## src/rtl/rx_symbol_filter.sv

```systemverilog
// rx_symbol_filter: comma-based lock acquisition and skip/stall removal on elastic-buffer output
module rx_symbol_filter #(
  parameter logic [9:0] COMMA_SYMBOL = 10'h1BC,
  parameter logic [9:0] SKIP_SYMBOL  = 10'h1A1,
  parameter int         LOCK_COUNT   = 4,
  parameter int         COMMA_WINDOW = 64
) (
  input  logic        local_clock,
  input  logic        local_reset,
  input  logic [9:0]  data_in,
  input  logic        skip_added,
  input  logic        underflow,
  output logic [9:0]  data_out,
  output logic        data_valid,
  output logic        comma_seen,
  output logic        locked,
  output logic        lock_lost,
  output logic [15:0] removed_count
);
  localparam int GW = $clog2(COMMA_WINDOW + 2);
  localparam int CW = $clog2(LOCK_COUNT + 1);
  typedef enum logic [1:0] {UNLOCKED, ACQUIRING, LOCKED} state_t;
  state_t state, state_next;
  logic [GW-1:0] gap_count, gap_inc, gap_next;
  logic [CW-1:0] comma_count, comma_next;
  logic is_comma, is_skip, is_payload, timeout, drop, valid_next, remove;
  always_ff @(posedge local_clock or negedge local_reset)
    if (!local_reset) begin
      state       <= UNLOCKED;
      comma_count <= '0;
      gap_count   <= '0;
    end else begin
      state       <= state_next;
      comma_count <= comma_next;
      gap_count   <= gap_next;
    end
  // timeout fires on the COMMA_WINDOW-th consecutive non-comma cycle
  always_comb begin
    is_comma   = data_in == COMMA_SYMBOL && !skip_added;
    is_skip    = data_in == SKIP_SYMBOL || skip_added;
    is_payload = !is_comma && !is_skip;
    gap_inc    = gap_count == GW'(COMMA_WINDOW + 1) ? gap_count : gap_count + 1'b1;
    gap_next   = is_comma ? '0 : gap_inc;
    timeout    = !is_comma && gap_inc == GW'(COMMA_WINDOW);
    drop       = underflow || timeout;
    state_next = state;
    comma_next = comma_count;
    case (state)
      UNLOCKED:
        if (is_comma && !underflow) begin
          comma_next = CW'(1);
          if (LOCK_COUNT <= 1) state_next = LOCKED;
          else state_next = ACQUIRING;
        end
      ACQUIRING:
        if (drop) begin
          state_next = UNLOCKED;
          comma_next = '0;
        end else if (is_comma) begin
          comma_next = comma_count + 1'b1;
          if (comma_next == CW'(LOCK_COUNT)) state_next = LOCKED;
        end
      LOCKED:
        if (drop) begin
          state_next = UNLOCKED;
          comma_next = '0;
        end
      default: state_next = UNLOCKED;
    endcase
  end
  always_comb begin
    valid_next = state == LOCKED && is_payload && !drop;
    remove     = state == LOCKED && is_skip && removed_count != 16'hFFFF;
  end
  always_ff @(posedge local_clock or negedge local_reset)
    if (!local_reset) begin
      data_out      <= '0;
      data_valid    <= 1'b0;
      comma_seen    <= 1'b0;
      locked        <= 1'b0;
      lock_lost     <= 1'b0;
      removed_count <= '0;
    end else begin
      data_valid    <= valid_next;
      comma_seen    <= is_comma;
      locked        <= state_next == LOCKED;
      lock_lost     <= state == LOCKED && drop;
      if (valid_next) data_out <= data_in;
      if (remove) removed_count <= removed_count + 1'b1;
    end
endmodule

```

## config.mk

```make
export PLATFORM = sky130hd
export DESIGN_NAME = rx_symbol_filter
export DESIGN_NICKNAME = d
export VERILOG_FILES = /design/src/rtl/rx_symbol_filter.sv
export SDC_FILE = /design/constraint.sdc
export NUM_CORES = 1
export LEC_CHECK = 0
export BUFFER_PORTS_ARGS = -buffer_cell sky130_fd_sc_hd__buf_4
export CORE_MARGIN = 3
export CORE_UTILIZATION = 42
export CTS_CLUSTER_DIAMETER = 100
export DETAILED_ROUTE_END_ITERATION = 12
export GPL_TIMING_DRIVEN = 0
export MAX_ROUTING_LAYER = met4
export PLACE_DENSITY = 0.65
export SLEW_MARGIN = 0
export SYNTH_ARGS = -nofsm -noshare
export SYNTH_HDL_FRONTEND = slang
export SYNTH_SLANG_ARGS = --single-unit
```

## constraint.sdc

```tcl
create_clock -name local_clock -period 3.25 [get_ports local_clock]
set_input_delay 0 -clock local_clock [delete_from_list [all_inputs] [get_ports local_clock]]
set_output_delay 0 -clock local_clock [all_outputs]
set_load 0.005 [all_outputs]
```

==> reports/metrics.cfg <==
[synth]
yosysTopAreaCellShare_pct = 47.0
synthCells = 201
ys_ff_latch = 42
synth_cell_types = 48
synth_commonest_cells = dfrtp_1, nand2_1, xnor2_1
ys.flop_type = dfrtp_1
synth_most_common_cell = dfrtp_1
async_flop_share_pct = 100
ys_warn_count = 0
syn_avg_cell_area_um2 = 11.1
synth_top_area_cell = dfrtp_1
syn_area_um2 = 2240
ys_top_cells_by_area = dfrtp_1, xnor2_1, mux2_4
synth-edff-count = 0
ys_seq_area_share_pct = 47.0
synth_nets = 225

[clock_tree]
cts_max_level = 2
cts_buffer_depth = 2
ctsResizeCount = 0
clock-sinks = 42
path_clk_slew_ns = 0.08
cts_tree = done
cts_buffers = 5
clockRootBuffer = clkbuf_8
clk_latency_ns = 0.29

[sta]
min_period_ns = 2.69
fin_ws_ns = 0.562
clock-skew-final_ns = 0.00696
drv_slew = 0
timing.fmax_mhz = 372
hold_viol = 0
slew_headroom_pct = 64.8
rsz0062_at_grt = false
period_share_pct = 82.7
tightest_slew_ns = 0.528
setup_viol = 0
finalSetupTns_ns = 0

[placed_design]
gp_congestion = 0.822
hpwl_um = 3220
post_dp_cell_area_um2 = 2650
dp_slack_ns = 0.569
portBuffers = 43

[floorplanning]
rows = 25
start_util_pct = 45.3
dieHeight_um = 79.0
core_area_um2 = 4940
num_io_pins = 44
dieWidth_um = 79.0
die_area_um2 = 6240

[pwr]
p_leak_nw = 1.34
total_power_mw = 1.33
ir_drop_v = 0.000197
power_density_nw_per_um2 = 461

[final_layout]
drive_above_1_share_pct = 27.8
fin_area_um2 = 2880
nets = 287
area_delta_synth_final_pct = 28.6
fin_util_pct = 58.2
antenna-diode-count = 0

[run]
maxCapViolCount = 0

[detailed_routing]
routed_via_density = 5.04
first_pass_iters = 4
remaining_drc_errors = 0
wire_per_inst_um = 13.7
num_vias = 1662
first_iter_violations = 55
routed_wl_um = 4510
ant_nets = 0

[global_route]
grt-ovfl-total = 0
grt_usage_pct = 16.4
grt_pass1_wl_um = 7840
antenna_found_initial = 0
grt_max_degree = 43
grt_pass1_vias = 1623

[worst_setup_path]
cp_top_family = simple AND/OR/NAND/NOR gates
required_ns = 3.42
max_stage_delay_ns = 0.56
crit_fanout = 10
crit_type = flip-flop to flip-flop
cp_num_buf_inv = 1
cp-start-kind = flip-flop
path_cells = ha_1 -> nor3_1 -> a31oi_1 -> or4b_4 -> a2111oi_4 -> nor2_2 -> buf_6 -> mux2_4
cp.arrival_ns = 2.86
end_kind = flip-flop
cpMaxStageDelayCell = or4b_4

[worst_hold_path]
hp-class = input pin to flip-flop

[run_status]
status = complete, no violations

registers in the layout, summed over array words and instances (netlist names):
name / flops
data_out: 10
gap_count: 7
state: 2
comma_seen: 1
comma_count: 3
locked: 1
lock_lost: 1
removed_count: 16
data_valid: 1
cells in the final DEF (no fill, tap or decap), types with 2 or more instances in the layout:
master          n
a21oi_1         3
a31oi_1         3
and3_1          4
and4_1          3
buf_4          43
buf_6           3
clkbuf_1        2
clkbuf_8        6
dfrtp_1        42
dlygate4sd3_1  12
ha_1           10
inv_1           5
mux2_2          2
mux2_4          9
nand2_1        19
nand3_1         9
nand4_1         7
nor2_1         15
nor2b_1         7
nor3b_1         2
nor4bb_1        3
o21ai_0         3
xnor2_1        18
xor2_1          5
area by class of cell:
cell class / count / area [um2]
buffer: 5 / 41.3
clock buffer: 6 / 82.6
clock inverter: 1 / 30.0
fill: 439 / 2060
inverter: 5 / 18.8
multi-input combinational: 149 / 1130
sequential: 42 / 1050
tap: 67 / 83.8
timing repair buffer: 55 / 443
final timing paths:
| path | slack (ns) | start | end | cells after the start |
|---|---|---|---|---|
| max | 0.56 | gap_count[0]$_DFF_PN0_ | data_out[1]$_DFFE_PN0P_ | 8 |
| min | 0.05 | underflow | lock_lost$_DFF_PN0_ | 3 |
| max reg2reg | 0.56 | gap_count[0]$_DFF_PN0_ | data_out[1]$_DFFE_PN0P_ | 8 |
| min reg2reg | 0.49 | removed_count[10]$_DFFE_PN0P_ | removed_count[10]$_DFFE_PN0P_ | 1 |
| max in group asynchronous | 2.65 | local_reset | data_out[4]$_DFFE_PN0P_ | 2 |
| min in group asynchronous | 0.22 | local_reset | removed_count[8]$_DFFE_PN0P_ | 2 |
logic make-up after synthesis:
| logic type | synth area share, % |
|---|---|
| AND/OR/NAND/NOR | 20.8 |
| multiplexers | 7.04 |
| adder cells (fa/ha/maj) | 5.59 |
| buffers and inverters | 2.68 |
| AO/OA/AOI/OAI | 7.94 |
| XOR/XNOR | 9.00 |
| flip-flops | 47.0 |
per-layer routing:
layer | GRT usage, % | share of wire, %
met1 | 21.1 | 47
met2 | 25.3 | 46
met3 | 3.85 | 4.7
met4 | 6.01 | 1.8
met5 | - | 0
through the flow:
| stage | instances | hold slack (ns) |
|---|---|---|
| detailed placement | 311 | 0.0231 |
| finish | 330 | 0.0526 |
| CTS | 330 | 0.0563 |
| floorplan | 201 | -0.296 |
| global placement | 311 | 0.0173 |
| global route | 330 | 0.0931 |
where the power goes:
group	internal [mW]	switching (mW)	total (mW)
Combinational	0.147	0.133	0.280
Sequential	0.572	0.0550	0.627
Clock	0.246	0.174	0.420
Total	0.965	0.362	1.33
what timing repair did:
action	CTS	global route
endpoints found under the setup margin	0	0
hold buffers	12	0
setup buffers	0	0
hold endpoints to repair	53	0
tightest hold or removal path: stages:
cell	delay, ns
buf_4	0.13
nor2_1	0.07
nor2_1	0.10
Note: power is estimated with default switching activity, not from simulation.
